--- config.mk ---
export PLATFORM = sky130hd
export DESIGN_NAME = mips_alu_unit_flat
export DESIGN_NICKNAME = d
export VERILOG_FILES = /design/src/rtl/mips_alu_unit_if.sv /design/src/rtl/mips_alu_unit.sv /design/src/flat_wrapper.sv
export SDC_FILE = /design/constraint.sdc
export NUM_CORES = 1
export LEC_CHECK = 0
export CAP_MARGIN = 20
export CORE_MARGIN = 3
export CORE_UTILIZATION = 40
export DETAILED_ROUTE_END_ITERATION = 8
export PLACE_DENSITY = 0.73
export SLEW_MARGIN = 10
export SYNTH_ARGS = -nofsm -noshare
export SYNTH_HDL_FRONTEND = slang
export SYNTH_SLANG_ARGS = --single-unit
--- constraint.sdc ---
create_clock -name clk -period 6.7 [get_ports clk]
set_clock_uncertainty 0.05 [all_clocks]
set_input_delay 1.34 -clock clk [delete_from_list [all_inputs] [get_ports clk]]
set_output_delay 1.34 -clock clk [all_outputs]
set_load 0.005 [all_outputs]
--- src/rtl/mips_alu_unit_if.sv ---
// Operand/result bundle for the MIPS ALU and address adder.
// The master drives operation and operands; the slave returns the registered results.
interface mips_alu_unit_if #(
   parameter int WIDTH = 32
);
   logic [1:0]       alu_op;
   logic [5:0]       funct;
   logic [WIDTH-1:0] a;
   logic [WIDTH-1:0] b;
   logic             cin;
   logic [WIDTH-1:0] add_a;
   logic [WIDTH-1:0] add_b;
   logic [3:0]       alu_ctl;
   logic [WIDTH-1:0] alu_res;
   logic             zero;
   logic             cout;
   logic             ovf;
   logic [WIDTH-1:0] sum;

   modport master (
      output alu_op, funct, a, b, cin, add_a, add_b,
      input  alu_ctl, alu_res, zero, cout, ovf, sum
   );

   modport slave (
      input  alu_op, funct, a, b, cin, add_a, add_b,
      output alu_ctl, alu_res, zero, cout, ovf, sum
   );
endinterface

--- src/rtl/mips_alu_unit.sv ---
// MIPS ALU with ALU-control decode and an independent address adder.
// Every output is registered, so results appear exactly one cycle after their inputs.
module mips_alu_unit #(
   parameter int WIDTH = 32
) (
   input  logic               clk,
   input  logic               reset,
   mips_alu_unit_if.slave     bus
);
   localparam logic [3:0] CTL_AND = 4'b0000;
   localparam logic [3:0] CTL_OR  = 4'b0001;
   localparam logic [3:0] CTL_ADD = 4'b0010;
   localparam logic [3:0] CTL_SUB = 4'b0110;
   localparam logic [3:0] CTL_SLT = 4'b0111;
   localparam logic [3:0] CTL_NOR = 4'b1100;
   localparam logic [3:0] CTL_XOR = 4'b1101;

   function automatic logic [3:0] decode_ctl(input logic [1:0] op, input logic [5:0] fn);
      logic [3:0] ctl;
      case (op)
         2'b00:   ctl = CTL_ADD;
         2'b01:   ctl = CTL_SUB;
         2'b11:   ctl = CTL_OR;
         2'b10: begin
            case (fn)
               6'b100000: ctl = CTL_ADD;
               6'b100010: ctl = CTL_SUB;
               6'b100100: ctl = CTL_AND;
               6'b100101: ctl = CTL_OR;
               6'b100110: ctl = CTL_XOR;
               6'b100111: ctl = CTL_NOR;
               6'b101010: ctl = CTL_SLT;
               default:   ctl = CTL_ADD;
            endcase
         end
         default: ctl = CTL_ADD;
      endcase
      return ctl;
   endfunction

   logic [3:0]       ctl_s;
   logic [WIDTH-1:0] res_s;
   logic             cout_s;
   logic             ovf_s;
   logic [WIDTH-1:0] sum_s;
   logic [WIDTH:0]   wide_s;

   logic [3:0]       ctl_r;
   logic [WIDTH-1:0] res_r;
   logic             zero_r;
   logic             cout_r;
   logic             ovf_r;
   logic [WIDTH-1:0] sum_r;

   // Operation decode from main-control class and function field.
   always_comb begin
      ctl_s = decode_ctl(bus.alu_op, bus.funct);
   end

   // Datapath: one shared (WIDTH+1)-bit adder result feeds ADD/SUB carry and overflow.
   always_comb begin
      res_s  = {WIDTH{1'b0}};
      cout_s = 1'b0;
      ovf_s  = 1'b0;
      wide_s = {(WIDTH+1){1'b0}};
      case (ctl_s)
         CTL_ADD: begin
            wide_s = {1'b0, bus.a} + {1'b0, bus.b} + {{WIDTH{1'b0}}, bus.cin};
            res_s  = wide_s[WIDTH-1:0];
            cout_s = wide_s[WIDTH];
            ovf_s  = (bus.a[WIDTH-1] == bus.b[WIDTH-1]) && (res_s[WIDTH-1] != bus.a[WIDTH-1]);
         end
         CTL_SUB: begin
            wide_s = {1'b0, bus.a} + {1'b0, ~bus.b} + {{WIDTH{1'b0}}, 1'b1};
            res_s  = wide_s[WIDTH-1:0];
            cout_s = wide_s[WIDTH];
            ovf_s  = (bus.a[WIDTH-1] != bus.b[WIDTH-1]) && (res_s[WIDTH-1] != bus.a[WIDTH-1]);
         end
         CTL_AND: res_s = bus.a & bus.b;
         CTL_OR:  res_s = bus.a | bus.b;
         CTL_XOR: res_s = bus.a ^ bus.b;
         CTL_NOR: res_s = ~(bus.a | bus.b);
         // Signed compare directly, so an overflowing a-b cannot flip the answer.
         CTL_SLT: begin
            if ($signed(bus.a) < $signed(bus.b)) begin
               res_s = {{(WIDTH-1){1'b0}}, 1'b1};
            end else begin
               res_s = {WIDTH{1'b0}};
            end
         end
         default: begin
            res_s  = {WIDTH{1'b0}};
            cout_s = 1'b0;
            ovf_s  = 1'b0;
         end
      endcase
   end

   // Address adder, independent of the ALU operation.
   always_comb begin
      sum_s = bus.add_a + bus.add_b;
   end

   // Output registers with synchronous reset.
   always_ff @(posedge clk) begin
      if (reset) begin
         ctl_r  <= 4'b0000;
         res_r  <= {WIDTH{1'b0}};
         zero_r <= 1'b1;
         cout_r <= 1'b0;
         ovf_r  <= 1'b0;
         sum_r  <= {WIDTH{1'b0}};
      end else begin
         ctl_r  <= ctl_s;
         res_r  <= res_s;
         zero_r <= (res_s == {WIDTH{1'b0}});
         cout_r <= cout_s;
         ovf_r  <= ovf_s;
         sum_r  <= sum_s;
      end
   end

   assign bus.alu_ctl = ctl_r;
   assign bus.alu_res = res_r;
   assign bus.zero    = zero_r;
   assign bus.cout    = cout_r;
   assign bus.ovf     = ovf_r;
   assign bus.sum     = sum_r;
endmodule

--- src/flat_wrapper.sv ---
// flat-port wrapper written by rule: the top's interface ports become plain ports
module mips_alu_unit_flat 
#(
   parameter int WIDTH = 32
)
  (clk, reset, bus_alu_op, bus_funct, bus_a, bus_b, bus_cin, bus_add_a, bus_add_b, bus_alu_ctl, bus_alu_res, bus_zero, bus_cout, bus_ovf, bus_sum);
  mips_alu_unit_if #(.WIDTH(WIDTH)) bus_i ();
  input  logic clk;
  input  logic reset;
  input wire logic [$bits(bus_i.alu_op)-1:0] bus_alu_op;
  input wire logic [$bits(bus_i.funct)-1:0] bus_funct;
  input wire logic [$bits(bus_i.a)-1:0] bus_a;
  input wire logic [$bits(bus_i.b)-1:0] bus_b;
  input wire logic [$bits(bus_i.cin)-1:0] bus_cin;
  input wire logic [$bits(bus_i.add_a)-1:0] bus_add_a;
  input wire logic [$bits(bus_i.add_b)-1:0] bus_add_b;
  output wire logic [$bits(bus_i.alu_ctl)-1:0] bus_alu_ctl;
  output wire logic [$bits(bus_i.alu_res)-1:0] bus_alu_res;
  output wire logic [$bits(bus_i.zero)-1:0] bus_zero;
  output wire logic [$bits(bus_i.cout)-1:0] bus_cout;
  output wire logic [$bits(bus_i.ovf)-1:0] bus_ovf;
  output wire logic [$bits(bus_i.sum)-1:0] bus_sum;
  assign bus_i.alu_op = bus_alu_op;
  assign bus_i.funct = bus_funct;
  assign bus_i.a = bus_a;
  assign bus_i.b = bus_b;
  assign bus_i.cin = bus_cin;
  assign bus_i.add_a = bus_add_a;
  assign bus_i.add_b = bus_add_b;
  assign bus_alu_ctl = bus_i.alu_ctl;
  assign bus_alu_res = bus_i.alu_res;
  assign bus_zero = bus_i.zero;
  assign bus_cout = bus_i.cout;
  assign bus_ovf = bus_i.ovf;
  assign bus_sum = bus_i.sum;
  mips_alu_unit #(.WIDTH(WIDTH)) u_core (.clk(clk), .reset(reset), .bus(bus_i));
endmodule
==> impl_results.md, run 1 <==
* RSZ-0062 raised after global routing: false
* Fillers at 2229
* Crit Path Max Fanout at 6
* Fin crit share at 85.67%
* First-pass GRT wire length at 53.67 mm
* Diode count at 0
* CTS tree: done
* Worst relative slew slack at 25.98%
* Clock Sinks at 71
* IO Count at 210
* Area contributors post-synth: ha_1, dfxtp_1, nor2_1
* CTS Buffer Depth at 2
* Die W at 159.8 µm
* Max incr delay on CP at 0.51 ns
* Nets at 1710
* Post-synth EDFFs at 0
* CP max-delay cell: or4b_1
* Via count of the first global-routing pass at 9999
* Max Cap Viol at 0
* Core ar. at 0.02292 mm²
* Most frequent cells in the layout: clkdlybuf4s50_1, nor2_1, ha_1, inv_1, a21oi_1
* Total negative slack at 0 ns
* Placer congestion estimate at 0.9656
* Critical Path AT at 5.94 ns
* Final core utilization at 52.08%
* Post-DP Area at 0.01164 mm²
* Global Route Usage Sum at 25.75%
* Pin count of the biggest net entering global routing at 48
* CP Launch Type: input port
* Drc violations at 0
* CTS Buf Count at 9
* Worst setup EP type: register
* Root Driver: clkbuf_16
* Final hold violations at 0
* Routed WL at 34.35 mm
* Total grt overflow at 0
* Fin crit period at 5.740 ns
* Synth Area per Inst at 7.524 µm²
* Final setup viols at 0
* Layout cells sized above 1 at 4.955%
* Fmax at 174.2 MHz
* Max VDD drop at 0.09520 mV
* Syn Nets at 1540
* Hold Path Class: input port to register
* Initial antenna violation count at 0
* Synth area leader: ha_1
* Cell chain of the critical path: clkdlybuf4s50_1, fa_1, fa_1, a211o_1, a21oi_2, o41ai_2, or2_1, a41oi_4, o32ai_1, a311o_1, a21oi_1, or4b_1, nor4_2, nand4_1, o41ai_2
* Fraction of registers with async set/reset at 0%
* Post-Syn Area at 0.009465 mm²
* Yosys reg bits at 71
* Dpl hpwl at 26.44 mm
* Register area share after synthesis at 15.02%
* Crit Path Category: input port to register
* Most common cell after layout, fill and taps aside: clkdlybuf4s50_1
* Post-synth top flop: dfxtp_1
* Standard-cell rows at 55
* Worst Tran Pin Value at 1.110 ns
* Post-synth cell types at 96
* Wire per inst at 19.67 µm
* Initial DRC count at 1022
* Design area at 0.01193 mm²
* Pins Over Slew Limit at 0
* Cts hold-fix bufs at 0
* Clock-pin slew on the worst setup and hold paths at 0.07 ns
* Pleak at 5.127 nW
* Critical Path RT at 6.90 ns
* H-tree depth at 3
* Status: completed
* P per Cell Area at 161.8 mW/mm²
* CTS resizes at 0
* Syn Inst Count at 1258
* Ys Warns at 0
* IO buf count at 209
* Via/cell ratio at 5.989
* Drt first pass iters at 6
* Die height at 159.8 µm
* Layout overhead on the synthesized area at 26.08%
* Vias at 10460
* Setup Buffers After CTS at 0
* Initial Utilization at 41.30%
* Die area at 0.02555 mm²
* Synth top area share at 18.37%
* Antenna-violating nets left at 0
## cell families after synthesis
| family | Yosys count | share of synthesized area [%] |
|---|---|---|
| AO/OA/AOI/OAI | 424 | 32.31 |
| AND/OR/NAND/NOR | 404 | 21.03 |
| buffers and inverters | 182 | 9.187 |
| adder cells (fa/ha/maj) | 143 | 19.22 |
| flip-flops | 71 | 15.02 |
| XOR/XNOR | 27 | 2.498 |
| multiplexers | 7 | 0.7403 |
## critical path: cells and delay by family
| family | cells | cell delay, ns |
|---|---|---|
| fa+ha+maj | 2 | 0.95 |
| simple gates | 4 | 1.33 |
| buf+inv | 1 | 0.49 |
| compound gates | 8 | 1.82 |
## layout make-up
| type | instances | area, µm² | share of cell area [%] |
|---|---|---|---|
| clock inverters | 7 | 63.81 | 0.5347 |
| clock buffers | 9 | 225.2 | 1.887 |
| flip-flops and latches | 71 | 1421 | 11.91 |
| well taps | 313 | 391.6 | 3.282 |
| multi-input cells | 1005 | 7186 | 60.21 |
| inverters | 115 | 431.7 | 3.617 |
| repair buffers | 226 | 2215 | 18.56 |
## metrics by stage
stage	hold WS, ns	setup slack (ns)	std cells	power (mW)
floorplan	1.514	1.755	1258	1.061
global placement	1.861	0.8402	1730	1.417
detailed placement	1.871	0.7389	1730	1.422
CTS	1.503	1.095	1746	1.920
global route	1.554	0.6960	1746	2.037
finish	1.502	0.9603	1746	1.930
## registers in the layout (all words and copies together) (netlist names)
name and count:
u_core.bus.alu_res 32, u_core.bus.cout 1, u_core.bus.zero 1, u_core.bus.sum 32, u_core.bus.ovf 1, u_core.bus.alu_ctl 4
## report_power, final
part	internal (mW)	switching, mW	leakage (nW)	total, mW
sequential	0.475	0.0127	0.592	0.487
clock	0.260	0.234	0.136	0.494
combinational	0.430	0.519	4.40	0.949
## Yosys cell counts, types with 15 or more instances
| master | instances |
|---|---|
| a211oi_1 | 23 |
| a21o_1 | 18 |
| a21oi_1 | 103 |
| a221oi_1 | 17 |
| and2_1 | 23 |
| clkbuf_1 | 39 |
| clkbuf_8 | 15 |
| dfxtp_1 | 71 |
| ha_1 | 139 |
| inv_1 | 115 |
| nand2_1 | 62 |
| nand3_1 | 36 |
| nand4_1 | 16 |
| nor2_1 | 145 |
| nor2b_1 | 20 |
| nor3_1 | 31 |
| o211ai_1 | 18 |
| o21a_1 | 20 |
| o21ai_0 | 52 |
| o21bai_1 | 15 |
| xnor2_1 | 20 |
## layer usage
layer	up-vias	global-route usage [%]	part of all wire, %
met5	-	0	0
met4	0	8.836	3.6
met3	91	4.643	9.6
met2	603	42.30	44
met1	4812	34.05	43
li1	4951	-	-
## worst paths after layout
| kind | from | depth (start not counted) | end | slack (ns) |
|---|---|---|---|---|
| hold / removal | reset | 3 | u_core.bus.sum[14]$_SDFF_PP0_ | 1.50 |
| setup / recovery | bus_b[0] | 15 | u_core.bus.zero$_SDFF_PP1_ | 0.96 |
Power figures use the tool's default switching activity.
==> inputs of run 2 (changes only) <==
ABC_CLOCK_PERIOD_IN_PS = 6700   (was not set)
SLEW_MARGIN = not set   (was 10)
==> results of run 2 <==
The final DEF is identical to that of run 1; final timing and power are the same.
